### src/rtl/bft_pkg.sv
// bft_pkg: BFT packet layout, leaf-interface sizing and packet helper shared by the leaf RTL
package bft_pkg;
    localparam int PACKET_BITS           = 49;
    localparam int PAYLOAD_BITS          = 32;
    localparam int NUM_LEAF_BITS         = 4;
    localparam int NUM_PORT_BITS         = 4;
    localparam int NUM_ADDR_BITS         = 7;
    localparam int FREESPACE_UPDATE_SIZE = 64;
    localparam int VALID_BIT  = 48;
    localparam int LEAF_MSB   = 47;
    localparam int LEAF_LSB   = 44;
    localparam int PORT_MSB   = 43;
    localparam int PORT_LSB   = 40;
    localparam int TYPE_BIT   = 39;
    localparam int ADDR_MSB   = 38;
    localparam int ADDR_LSB   = 32;
    localparam logic TYPE_DATA = 1'b0;
    localparam int CREDIT_BITS = 8;
    localparam int CREDIT_MAX  = 1 << NUM_ADDR_BITS;

    typedef enum logic {UNCFG, RUN} state_e;

    function automatic logic [PACKET_BITS-1:0] make_packet(
        input logic [NUM_LEAF_BITS-1:0] leaf,
        input logic [NUM_PORT_BITS-1:0] port,
        input logic [NUM_ADDR_BITS-1:0] addr,
        input logic [PAYLOAD_BITS-1:0]  data
    );
        logic [PACKET_BITS-1:0] p;
        p = '0;
        p[VALID_BIT]         = 1'b1;
        p[LEAF_MSB:LEAF_LSB] = leaf;
        p[PORT_MSB:PORT_LSB] = port;
        p[TYPE_BIT]          = TYPE_DATA;
        p[ADDR_MSB:ADDR_LSB] = addr;
        p[PAYLOAD_BITS-1:0]  = data;
        return p;
    endfunction
endpackage

### src/rtl/leaf_stream_packetizer_credit_counter.sv
// credit_counter: saturating up/down credit counter with sticky overflow flag
module credit_counter #(
    parameter int W   = 8,
    parameter int MAX = 128,
    parameter int INC = 64
) (
    input  logic         clk,
    input  logic         rst_n,
    input  logic         inc_i,
    input  logic         dec_i,
    output logic [W-1:0] credit_o,
    output logic         err_o
);
    logic [W:0]   sum;
    logic [W-1:0] credit_q, credit_d;
    logic         err_q, err_d;

    // add a returned block, subtract an accepted word, clamp at the ceiling
    always_comb begin
        sum      = {1'b0, credit_q} + (inc_i ? (W+1)'(INC) : '0) - (W+1)'(dec_i);
        credit_d = (sum > (W+1)'(MAX)) ? W'(MAX) : sum[W-1:0];
        err_d    = err_q || (sum > (W+1)'(MAX));
    end

    // credit and sticky error registers
    always_ff @(posedge clk or negedge rst_n) begin
        if (!rst_n) begin
            credit_q <= W'(MAX);
            err_q    <= 1'b0;
        end else begin
            credit_q <= credit_d;
            err_q    <= err_d;
        end
    end

    assign credit_o = credit_q;
    assign err_o    = err_q;
endmodule

### src/rtl/leaf_stream_packetizer.sv
// leaf_stream_packetizer: wraps a 32-bit AXI-Stream into credit-controlled BFT packets
module leaf_stream_packetizer
    import bft_pkg::*;
(
    input  logic                     clk,
    input  logic                     ap_rst_n,
    input  logic                     cfg_we,
    input  logic [NUM_LEAF_BITS-1:0] cfg_dst_leaf,
    input  logic [NUM_PORT_BITS-1:0] cfg_dst_port,
    input  logic [PAYLOAD_BITS-1:0]  Input_1_V_TDATA,
    input  logic                     Input_1_V_TVALID,
    output logic                     Input_1_V_TREADY,
    input  logic                     freespace_update,
    input  logic                     resend,
    output logic [PACKET_BITS-1:0]   dout_leaf_interface2bft,
    output logic                     credit_err
);
    state_e                   state_q;
    logic [NUM_LEAF_BITS-1:0] leaf_q;
    logic [NUM_PORT_BITS-1:0] port_q;
    logic [NUM_ADDR_BITS-1:0] addr_q;
    logic [PACKET_BITS-1:0]   dout_q, dout_d;
    logic [CREDIT_BITS-1:0]   credit;
    logic                     accept;

    assign Input_1_V_TREADY = (state_q == RUN) && (credit != '0) && !resend;
    assign accept           = Input_1_V_TVALID && Input_1_V_TREADY;

    credit_counter #(
        .W  (CREDIT_BITS),
        .MAX(CREDIT_MAX),
        .INC(FREESPACE_UPDATE_SIZE)
    ) u_cc (
        .clk     (clk),
        .rst_n   (ap_rst_n),
        .inc_i   (freespace_update),
        .dec_i   (accept),
        .credit_o(credit),
        .err_o   (credit_err)
    );

    // next output word: hold on resend, packet on accept, idle zeros otherwise
    always_comb dout_d = resend ? dout_q : accept ? make_packet(leaf_q, port_q, addr_q, Input_1_V_TDATA) : '0;

    // FSM, destination latch, address counter and output register
    always_ff @(posedge clk or negedge ap_rst_n) begin
        if (!ap_rst_n) begin
            state_q <= UNCFG;
            leaf_q  <= '0;
            port_q  <= '0;
            addr_q  <= '0;
            dout_q  <= '0;
        end else begin
            if (cfg_we) begin
                state_q <= RUN;
                leaf_q  <= cfg_dst_leaf;
                port_q  <= cfg_dst_port;
            end
            if (accept) addr_q <= addr_q + 1'b1;
            dout_q <= dout_d;
        end
    end

    assign dout_leaf_interface2bft = dout_q;
endmodule

### config.mk
export PLATFORM = sky130hd
export DESIGN_NAME = leaf_stream_packetizer
export DESIGN_NICKNAME = d
export VERILOG_FILES = /design/src/rtl/bft_pkg.sv /design/src/rtl/leaf_stream_packetizer_credit_counter.sv /design/src/rtl/leaf_stream_packetizer.sv
export SDC_FILE = /design/constraint.sdc
export NUM_CORES = 1
export LEC_CHECK = 0
export BUFFER_PORTS_ARGS = -buffer_cell sky130_fd_sc_hd__buf_2
export CORE_ASPECT_RATIO = 0.9
export CORE_MARGIN = 4
export CORE_UTILIZATION = 32
export CTS_BUF_LIST = sky130_fd_sc_hd__clkbuf_2
export CTS_CLUSTER_DIAMETER = 200
export DETAILED_ROUTE_END_ITERATION = 8
export GPL_ROUTABILITY_DRIVEN = 0
export PLACE_DENSITY_LB_ADDON = 0.3
export SLEW_MARGIN = 20
export SYNTH_ARGS = -nofsm -noshare
export SYNTH_HDL_FRONTEND = slang
export SYNTH_SLANG_ARGS = --single-unit
export TNS_END_PERCENT = 5
### constraint.sdc
create_clock -name clk -period 4.4 [get_ports clk]
set_input_delay 0.22 -clock clk [delete_from_list [all_inputs] [get_ports clk]]
set_output_delay 0.22 -clock clk [all_outputs]
set_load 0.1 [all_outputs]
==> metrics.cfg, run 1 <==
[run_status]
status = completed

[cts]
cts_sinks = 73
clkTransAtPathRegs_ps = 210
cts_setup_buffers = 0
clk-insertion-delay-late_ps = 480
clockRootBuffer = clkbuf_2
cts_buffers = 9
cts_buffer_depth = 2
h-tree-depth = 3
cts_tree = yes

[min_path]
holdCritPathClass = input port to register

[detailed_routing]
drtIter0Drc = 96
viasPerCell = 4.70
totalWireLength_um = 7190
avgRoutedWirePerCell_um = 14.7
drcViolationCount = 0
vias = 2295
ant_nets = 0
dr.pass1.iters = 4

[setup_path]
arrival_ps = 4130
required_ps = 4790
start_kind = register
critPathKind = register to register
slowest_stage = o41a_1
crit_path_cell_trace = nor4_1, a311oi_4, and2_2, ha_1, inv_1, ha_1, inv_1, fa_1, or3b_1, and2_1, xor2_1, o41a_1, or3_1
slowest_delay_ps = 480
path_max_fanout = 5
endpoint_kind = register

[sta]
finalCritPeriodShare_pct = 85.0
drv_slew = 0
finalHoldViolCount = 0
hold_ws_ps = 166
max_slew_margin_pct = 40.3
fin_worst_skew_ps = 24.8
fin_tns_setup_ps = 0
worst_slew_pin_slew_ps = 896
clock.fmax_mhz = 267
rsz0062_at_grt = false
fin_crit_ps = 3740
finalSetupViolations = 0

[global_route]
antenna_found_initial = 0
grt_max_degree = 74
grt_pass1_wl_um = 11900
grt_usage_pct = 13.9
grt_pass1_vias = 2415
grt_overflow = 0

[placement]
place_area_um2 = 3630
portBuffers = 95
place_hpwl_um = 4520

[finish]
drive_above_1_share_pct = 34.7
nFillCells = 869
area_growth_pct = 37.4
num-nets-final = 421
diodes = 0
final_area_um2 = 4150

[synthesis]
synthArstFlopShare_pct = 100
syn_inst = 226
yosys.area.top_type = dfrtp_1
ys_types = 39
synth-edff-count = 0
synth.top_cell.area_share_pct = 59.7
ys_seq_elements = 73
ys.flop_type = dfrtp_1
synth.avg_cell_area_um2 = 13.4
ys_seq_area_share_pct = 60.6
ys_warn_count = 0
synth_commonest_cells = dfrtp_1, a22o_1, inv_1, clkbuf_1, ha_1
syn-num-nets = 285
netlist_area_um2 = 3020
synthTopCellsByArea = dfrtp_1, a22o_1, ha_1
synth.most_common_cell = dfrtp_1

[floorplanning]
io_pins = 97
num_rows = 33
start_util_pct = 32.9
die-area_um2 = 11100
die_x_um = 110
core_um2 = 9170
die_y_um = 100

[pwr]
ir_drop_mv = 0.211
power_leakage_uw = 0.00210
p_per_area_nw_per_um2 = 632

[flow_run]
maxCapViolCount = 0

## layer usage
metal | part of all wire (%) | vias to the layer above | track usage [%] | wire (um)
met2 | 49 | 63 | 22.9 | 3500
met4 | 1.1 | 0 | 5.11 | 78
li1 | - | 1101 | - | -
met5 | 0 | - | 0 | 0
met3 | 5.6 | 7 | 3.86 | 405
met1 | 45 | 1124 | 17.4 | 3210
## registers in the layout, indices dropped and copies added (netlist names)
signal	flops
u_cc.err_o	1
u_cc.credit_o	8
state_q	1
leaf_q	4
addr_q	7
dout_leaf_interface2bft	48
port_q	4
## power breakdown
group	internal (uW)	leakage [uW]	switching (uW)	total (uW)
sequential	807	0.000937	89.3	897
combinational	394	0.00109	975	1370
clock	125	0.0000652	229	355
total	1330	0.00210	1290	2620
## worst max-delay path, delay by kind of cell, from the launching register on
| kind | cells | cell delay, ps |
|---|---|---|
| buffers and inverters | 2 | 110 |
| adder cells (fa/ha/maj) | 3 | 710 |
| AO/OA/AOI/OAI | 2 | 630 |
| AND/OR/NAND/NOR | 5 | 1610 |
| flip-flops | 1 | 450 |
| XOR/XNOR | 1 | 150 |
## metrics by stage
| stage | utilization (%) | power (uW) | instances | setup slack, ps |
|---|---|---|---|---|
| final | 45.2 | 2620 | 488 | 661 |
| after floorplan | - | 1990 | 226 | 232 |
| after global placement | 39.6 | 2240 | 432 | 767 |
| after detailed placement | 39.6 | 2250 | 432 | 672 |
| after global routing | 45.2 | 2790 | 488 | 417 |
| after CTS | 45.2 | 2650 | 488 | 640 |
## placed cells by master (no fill, tap or decap), types with 2 or more instances in the layout
cell type,n
mux2_2,9
dlygate4sd3_1,41
nor2b_1,4
a22o_1,47
clkinv_2,2
inv_1,15
nand4_1,2
buf_4,3
ha_1,12
or2_2,2
nor3b_1,4
clkbuf_2,9
nand2_1,3
xor2_1,2
xnor2_1,9
a21oi_1,3
buf_2,94
nor2_1,3
nor3_1,3
dfrtp_1,72
## cell type report
type	count	area, um^2	share of cell area (%)
inverters	15	56.3	1.36
flip-flops and latches	73	1830	44.1
clock inverters	6	60.1	1.45
clock buffers	9	45.0	1.09
repair buffers	138	903	21.8
multi-input cells	125	1100	26.5
well taps	122	153	3.68
## kinds of logic after synthesis
| family | Yosys count | synth area share, % |
|---|---|---|
| other | 1 | 0.124 |
| DFF | 73 | 60.6 |
| muxes | 9 | 3.36 |
| AOI/OAI and AO/OA | 59 | 17.0 |
| xor gates and xnor gates | 11 | 3.19 |
| and+or+nand+nor | 32 | 6.47 |
| buffers and inverters | 28 | 3.61 |
| adders and majority gates | 13 | 5.64 |
## final timing paths
path / startpoint / to / slack (ps) / cells after the start
worst max-delay path: u_cc.credit_o[1] / u_cc.err_o / 660 / 13
worst min-delay path: cfg_we / state_q / 170 / 2
worst max register to register: u_cc.credit_o[1] / u_cc.err_o / 660 / 13
worst min register to register: leaf_q[0] / dout_leaf_interface2bft[44] / 490 / 1
max in group asynchronous: ap_rst_n / dout_leaf_interface2bft[37] / 3420 / 2
min in group asynchronous: ap_rst_n / dout_leaf_interface2bft[16] / 380 / 2
## what timing repair did
item                      4_1_cts  5_1_grt
resized for setup               0        0
hold endpoints to repair      112        0
hold buffers                   41        0
(Power assumes the default switching activity.)
==> run 2: changes to the inputs <==
==> constraint.sdc (replaced) <==
create_clock -name clk -period 3.7 [get_ports clk]
set_input_delay 0.185 -clock clk [delete_from_list [all_inputs] [get_ports clk]]
set_output_delay 0.185 -clock clk [all_outputs]
set_load 0.1 [all_outputs]
==> metrics.cfg, run 2 (synthesized netlist as in run 1, its figures left out) <==
[global_route]
grt_max_degree = 74  ; unchanged
grt_pass1_vias = 2351  ; -2.7%
grt_overflow = 0  ; unchanged
antenna_found_initial = 0  ; unchanged
grt_usage_pct = 13.9  ; -0.038 points
grt_pass1_wl_um = 11800  ; -0.81%

[cts]
cts_setup_buffers = 0  ; unchanged
cts_sinks = 73  ; unchanged
clkTransAtPathRegs_ps = 210  ; about the same
clk-insertion-delay-late_ps = 490  ; about the same
post_cts_resized = 0  ; unchanged
cts_buffer_depth = 2  ; unchanged
cts_buffers = 9  ; unchanged
cts_tree = yes
clockRootBuffer = clkbuf_2
h-tree-depth = 3  ; unchanged

[finish]
area_growth_pct = 38.3
num-nets-final = 422  ; +0.24%
final_area_um2 = 4170  ; +0.69%
nFillCells = 845  ; -2.8%
largest_reg_flops = 48  ; unchanged
diodes = 0  ; unchanged
drive_above_1_share_pct = 35.1  ; +0.45 points
mostFrequentLayoutCell = buf_2
most-common-layout-cells = buf_2, dfrtp_1, a22o_1

[detailed_routing]
totalWireLength_um = 7130  ; -0.89%
avgRoutedWirePerCell_um = 14.6  ; -1.1%
ant_nets = 0  ; unchanged
drcViolationCount = 0  ; unchanged
vias = 2264  ; -1.4%
dr.pass1.iters = 4  ; unchanged
drtIter0Drc = 126  ; +31%
viasPerCell = 4.63  ; -1.6%

[sta]
worst_slew_pin_slew_ps = 912  ; +16.8 ps
hold_ws_ps = 114  ; -51.9 ps
finalHoldViolCount = 0  ; unchanged
drv_slew = 0  ; unchanged
fin_crit_ps = 3480  ; -255 ps
finalSetupViolations = 0  ; unchanged
finalCritPeriodShare_pct = 94.2  ; +9.2 points
rsz0062_at_grt = false
max_slew_margin_pct = 39.2  ; -1.1 points
clock.fmax_mhz = 287  ; +7.3%
fin_worst_skew_ps = 30.5  ; +5.69 ps
fin_tns_setup_ps = 0  ; unchanged

[floorplanning]
io_pins = 97  ; unchanged
die_y_um = 100  ; unchanged
die-area_um2 = 11100  ; unchanged
start_util_pct = 32.9  ; unchanged
core_um2 = 9170  ; unchanged
die_x_um = 110  ; unchanged
num_rows = 33  ; unchanged

[placement]
place_hpwl_um = 4610  ; +2.0%
portBuffers = 95  ; unchanged
place_area_um2 = 3660  ; +0.83%

[pwr]
p_per_area_nw_per_um2 = 757  ; +20%
total_power_uw = 3160  ; +21%
ir_drop_mv = 0.330  ; +57%
power_leakage_uw = 0.00210  ; +0.37%

[setup_path]
slowest_delay_ps = 470  ; about the same
start_kind = register
required_ps = 4080  ; -710 ps
critPathKind = register to register
crit_path_cell_trace = nor4_4, a311oi_4, and2_2, ha_1, inv_1, ha_1, inv_1, fa_1, or3b_1, and2_1, xor2_1, o41a_1, or3_1
endpoint_kind = register
path_delay_family = simple AND/OR/NAND/NOR gates
arrival_ps = 3870  ; -260 ps
slowest_stage = dfrtp_1
critPathBufInv = 2  ; unchanged
path_max_fanout = 5  ; unchanged

[run_status]
status = completed

[flow_run]
maxCapViolCount = 0  ; unchanged

[min_path]
holdCritPathClass = input port to register

==> run 2: changes by cell type in the layout (fill, tap and decap cells not counted) <==
cell and delta:
clkinv_4 -1, inv_6 +1, clkinv_2 -1, nor4_4 +1
clkinv_1 +1, o311ai_0 -1, o311ai_2 +1, buf_4 +1
nor4_1 -1
==> run 2: layout make-up <==
type / instances / area (um^2) / share of cell area [%]
clock inverter: 6 / 58.8 / 1.41
tap: 122 / 153 / 3.66
inverter: 15 / 56.3 / 1.35
multi-input combinational: 125 / 1120 / 26.9
sequential: 73 / 1830 / 43.8
timing repair buffer: 139 / 911 / 21.8
clock buffer: 9 / 45.0 / 1.08
==> run 2: timing repair <==
| item | in CTS | in global routing |
|---|---|---|
| hold buffers | 41 | 0 |
| endpoints found under the setup margin | 0 | 2 |
| hold endpoints to repair | 112 | 0 |
==> run 2: worst paths after layout <==
check	from	end	slack, ps	cells past startpoint
max in group asynchronous	ap_rst_n	addr_q[2]	2760	2
worst max-delay path	u_cc.credit_o[1]	u_cc.err_o	220	13
worst min-delay path	cfg_we	state_q	110	2
worst max register to register	u_cc.credit_o[1]	u_cc.err_o	220	13
min in group asynchronous	ap_rst_n	dout_leaf_interface2bft[37]	350	2
worst min register to register	port_q[2]	dout_leaf_interface2bft[42]	500	1
==> run 2: per-layer routing <==
layer | part of all wire [%] | GRT usage, % | up-vias | wire length (um)
met5 | 0 | 0 | - | 0
met4 | 1.3 | 4.92 | 0 | 92
met3 | 4.6 | 3.41 | 9 | 329
met2 | 49 | 22.7 | 48 | 3470
met1 | 45 | 17.8 | 1114 | 3240
li1 | - | - | 1093 | -
==> run 2: metrics by stage <==
stage                     setup WS [ps]  util (%)  std cells
after floorplan                    -177         -        226
final                               216      45.5        489
after CTS                          97.0      45.5        489
after detailed placement            107      39.9        433
after global routing               39.0      45.5        489
after global placement              198      39.9        433
==> run 2: power breakdown <==
group          switching [uW]  total, uW  internal (uW)
registers                 115       1080            960
logic                    1160       1660            500
clock network             274        423            149
==> run 3: changes to the inputs <==
--- a/config.mk
+++ b/config.mk
@@ -5,7 +5,9 @@
 export SDC_FILE = /design/constraint.sdc
 export NUM_CORES = 1
 export LEC_CHECK = 0
+export ABC_AREA = 1
 export BUFFER_PORTS_ARGS = -buffer_cell sky130_fd_sc_hd__buf_2
+export CAP_MARGIN = 30
 export CORE_ASPECT_RATIO = 0.9
 export CORE_MARGIN = 4
 export CORE_UTILIZATION = 32
==> constraint.sdc (replaced) <==
create_clock -name clk -period 3.2 [get_ports clk]
set_input_delay 0.16 -clock clk [delete_from_list [all_inputs] [get_ports clk]]
set_output_delay 0.16 -clock clk [all_outputs]
set_load 0.1 [all_outputs]
==> metrics.cfg, run 3 <==
[placement]
place_hpwl_um = 4860  ; +5.3%
place_area_um2 = 3760  ; +2.8%
portBuffers = 95  ; unchanged
preCtsSetupSlack_ps = 417  ; +310 ps

[synthesis]
syn_inst = 308  ; +36%
synth.top_cell.area_share_pct = 56.8  ; -2.9 points
netlist_area_um2 = 3170  ; +5.2%
ys_seq_elements = 73  ; unchanged
ys_seq_area_share_pct = 57.6  ; -3.0 points
ys_warn_count = 0  ; unchanged
synth-edff-count = 0  ; unchanged
synthTopCellsByArea = dfrtp_1, a22o_1, nand2_1
synthArstFlopShare_pct = 100  ; unchanged
ys_types = 30  ; -23%
synth.avg_cell_area_um2 = 10.3  ; -23%
ys.flop_type = dfrtp_1
synth.most_common_cell = dfrtp_1
syn-num-nets = 367  ; +29%
synth_commonest_cells = dfrtp_1, nand2_1, inv_1, a22o_1, o21ai_0
yosys.area.top_type = dfrtp_1

[detailed_routing]
viasPerCell = 4.51  ; -2.5%
drcViolationCount = 0  ; unchanged
dr.pass1.iters = 4  ; unchanged
ant_nets = 0  ; unchanged
avgRoutedWirePerCell_um = 13.0  ; -11%
drtIter0Drc = 129  ; +2.4%
totalWireLength_um = 7720  ; +8.3%
vias = 2681  ; +18%

[setup_path]
critPathKind = register to register
path_max_fanout = 7  ; +2
slowest_stage = dfrtp_1
rr_worst_depth = 22  ; +9
required_ps = 3600  ; -480 ps
arrival_ps = 3210  ; -660 ps
slowest_delay_ps = 460  ; about the same
reg2reg_from = u_cc.credit_o[2]
worst_path_most_repeated_cell = nand2_1
start_kind = register
timing.rr.end = u_cc.credit_o[2]
r2r_setup_slack_ps = 390  ; +180 ps
crit_path_cell_trace = inv_1, ha_1, nand2_1, nor3_2, nand3_1, nand3_2, inv_2, ha_1, inv_1, ha_1, inv_1, fa_1, inv_1, nand3_1, nand2_1, nand2_1, nand2_1, nand2_1, nand2_1, nand2_4, nand2_4, nor2_2
endpoint_kind = register

[finish]
seq_area_um2 = 1830  ; unchanged
mostFrequentLayoutCell = buf_2
nFillCells = 881  ; +4.3%
area_growth_pct = 41.5
final_area_um2 = 4490  ; +7.6%
num-nets-final = 522  ; +24%
most-common-layout-cells = buf_2, dfrtp_1, nand2_1
largest_reg_flops = 48  ; unchanged
multi_input_area_um2 = 1120  ; unchanged
drive_above_1_share_pct = 28.2  ; -6.9 points
diodes = 0  ; unchanged

[min_path]
holdCritPathClass = input port to register
min_from = cfg_we
worstHoldEndpoint = state_q
hold_depth = 2  ; unchanged

[sta]
max_slew_margin_pct = 65.9  ; +27 points
finalCritPeriodShare_pct = 87.7  ; -6.5 points
fin_tns_setup_ps = 0  ; unchanged
drv_slew = 0  ; unchanged
hold_ws_ps = 66.3  ; -47.4 ps
clock.fmax_mhz = 356  ; +24%
fin_worst_skew_ps = 26.7  ; -3.79 ps
fin_ws_ps = 394  ; +178 ps
finalHoldViolCount = 0  ; unchanged
rsz0062_at_grt = false
worst_slew_pin_slew_ps = 511  ; -401 ps
fin_crit_ps = 2810  ; -678 ps
finalSetupViolations = 0  ; unchanged

[cts]
cts_buffers = 9  ; unchanged
clk-insertion-delay-late_ps = 500  ; about the same
clockRootBuffer = clkbuf_2
cts_tree = yes
hold_buffers = 57  ; +39%
post_cts_resized = 0  ; unchanged
cts_sinks = 73  ; unchanged
clkTransAtPathRegs_ps = 190  ; -20 ps
cts_setup_buffers = 0  ; unchanged
cts_buffer_depth = 2  ; unchanged
h-tree-depth = 3  ; unchanged

[global_route]
grt_max_degree = 74  ; unchanged
grt_overflow = 0  ; unchanged
grt_pass1_vias = 2726  ; +16%
grt_usage_pct = 14.0  ; +0.19 points
grt_pass1_wl_um = 13000  ; +10%
antenna_found_initial = 1  ; +1

[pwr]
ir_drop_mv = 0.404  ; +23%
p_per_area_nw_per_um2 = 832  ; +9.9%
power_leakage_uw = 0.00237  ; +13%

[floorplanning]
io_pins = 97  ; unchanged
die_y_um = 102  ; +2.4%
start_util_pct = 32.9  ; -0.053 points
core_um2 = 9660  ; +5.4%
die_x_um = 113  ; +2.4%
die-area_um2 = 11600  ; +4.8%
num_rows = 34  ; +3.0%

[flow_run]
maxCapViolCount = 0  ; unchanged

[run_status]
status = completed

-- run 3: cell families after synthesis --
| logic type | count (synthesis) | synth area share (%) |
|---|---|---|
| other | 1 | 0.118 |
| flip-flops | 73 | 57.6 |
| XOR/XNOR | 6 | 1.66 |
| AND/OR/NAND/NOR | 99 | 14.1 |
| adder cells (fa/ha/maj) | 13 | 5.36 |
| buffers and inverters | 53 | 7.06 |
| AO/OA/AOI/OAI | 63 | 14.2 |
-- run 3: area by class of cell --
cell class                      count  share of cell area (%)
Clock inverter                      7                    2.09
Multi-Input combinational cell    182                    25.0
Inverter                           41                    3.43
Sequential cell                    73                    40.7
Tap cell                          126                    3.51
Clock buffer                        9                    1.00
Timing Repair Buffer              156                    24.3
-- run 3: critical path, delay by kind of cell, from the launching register on --
family / cells / cell delay [ps]
buffers and inverters: 5 / 330
and+or+nand+nor: 13 / 1070
DFF: 1 / 460
adders and majority gates: 4 / 860
-- run 3: metrics by stage --
step           utilization, %  power (uW)  instances
2_1_floorplan               -        2770        308
3_5_place_dp             39.0        3110        520
3_3_place_gp             39.0        3100        520
6_report                 46.5        3740        594
5_1_grt                  46.5        4000        594
4_1_cts                  46.3        3780        593
-- run 3: power breakdown --
| group | internal (uW) | switching (uW) | total (uW) |
|---|---|---|---|
| clock | 259 | 325 | 584 |
| combinational | 479 | 1460 | 1940 |
| sequential | 1110 | 106 | 1210 |
-- run 3: per-layer routing --
metal | wire length [um] | vias up | global-route usage [%] | part of all wire, %
li1 | - | 1319 | - | -
met1 | 3520 | 1260 | 17.8 | 46
met2 | 3470 | 88 | 22.9 | 45
met3 | 635 | 12 | 4.97 | 8.2
met4 | 82 | 2 | 4.25 | 1.1
met5 | 13 | - | 0 | 0.17
-- run 3: worst max-delay path by stage --
stage | from | end | slack, ps | depth (start not counted)
floorplan | u_cc.credit_o[2] | u_cc.credit_o[0] | 370 | 21
global placement | u_cc.credit_o[2] | u_cc.credit_o[0] | 510 | 20
detailed placement | u_cc.credit_o[2] | u_cc.credit_o[1] | 420 | 22
CTS | u_cc.credit_o[2] | u_cc.credit_o[1] | 390 | 22
global route | u_cc.credit_o[2] | u_cc.credit_o[6] | 130 | 22
finish | u_cc.credit_o[2] | u_cc.credit_o[2] | 390 | 22
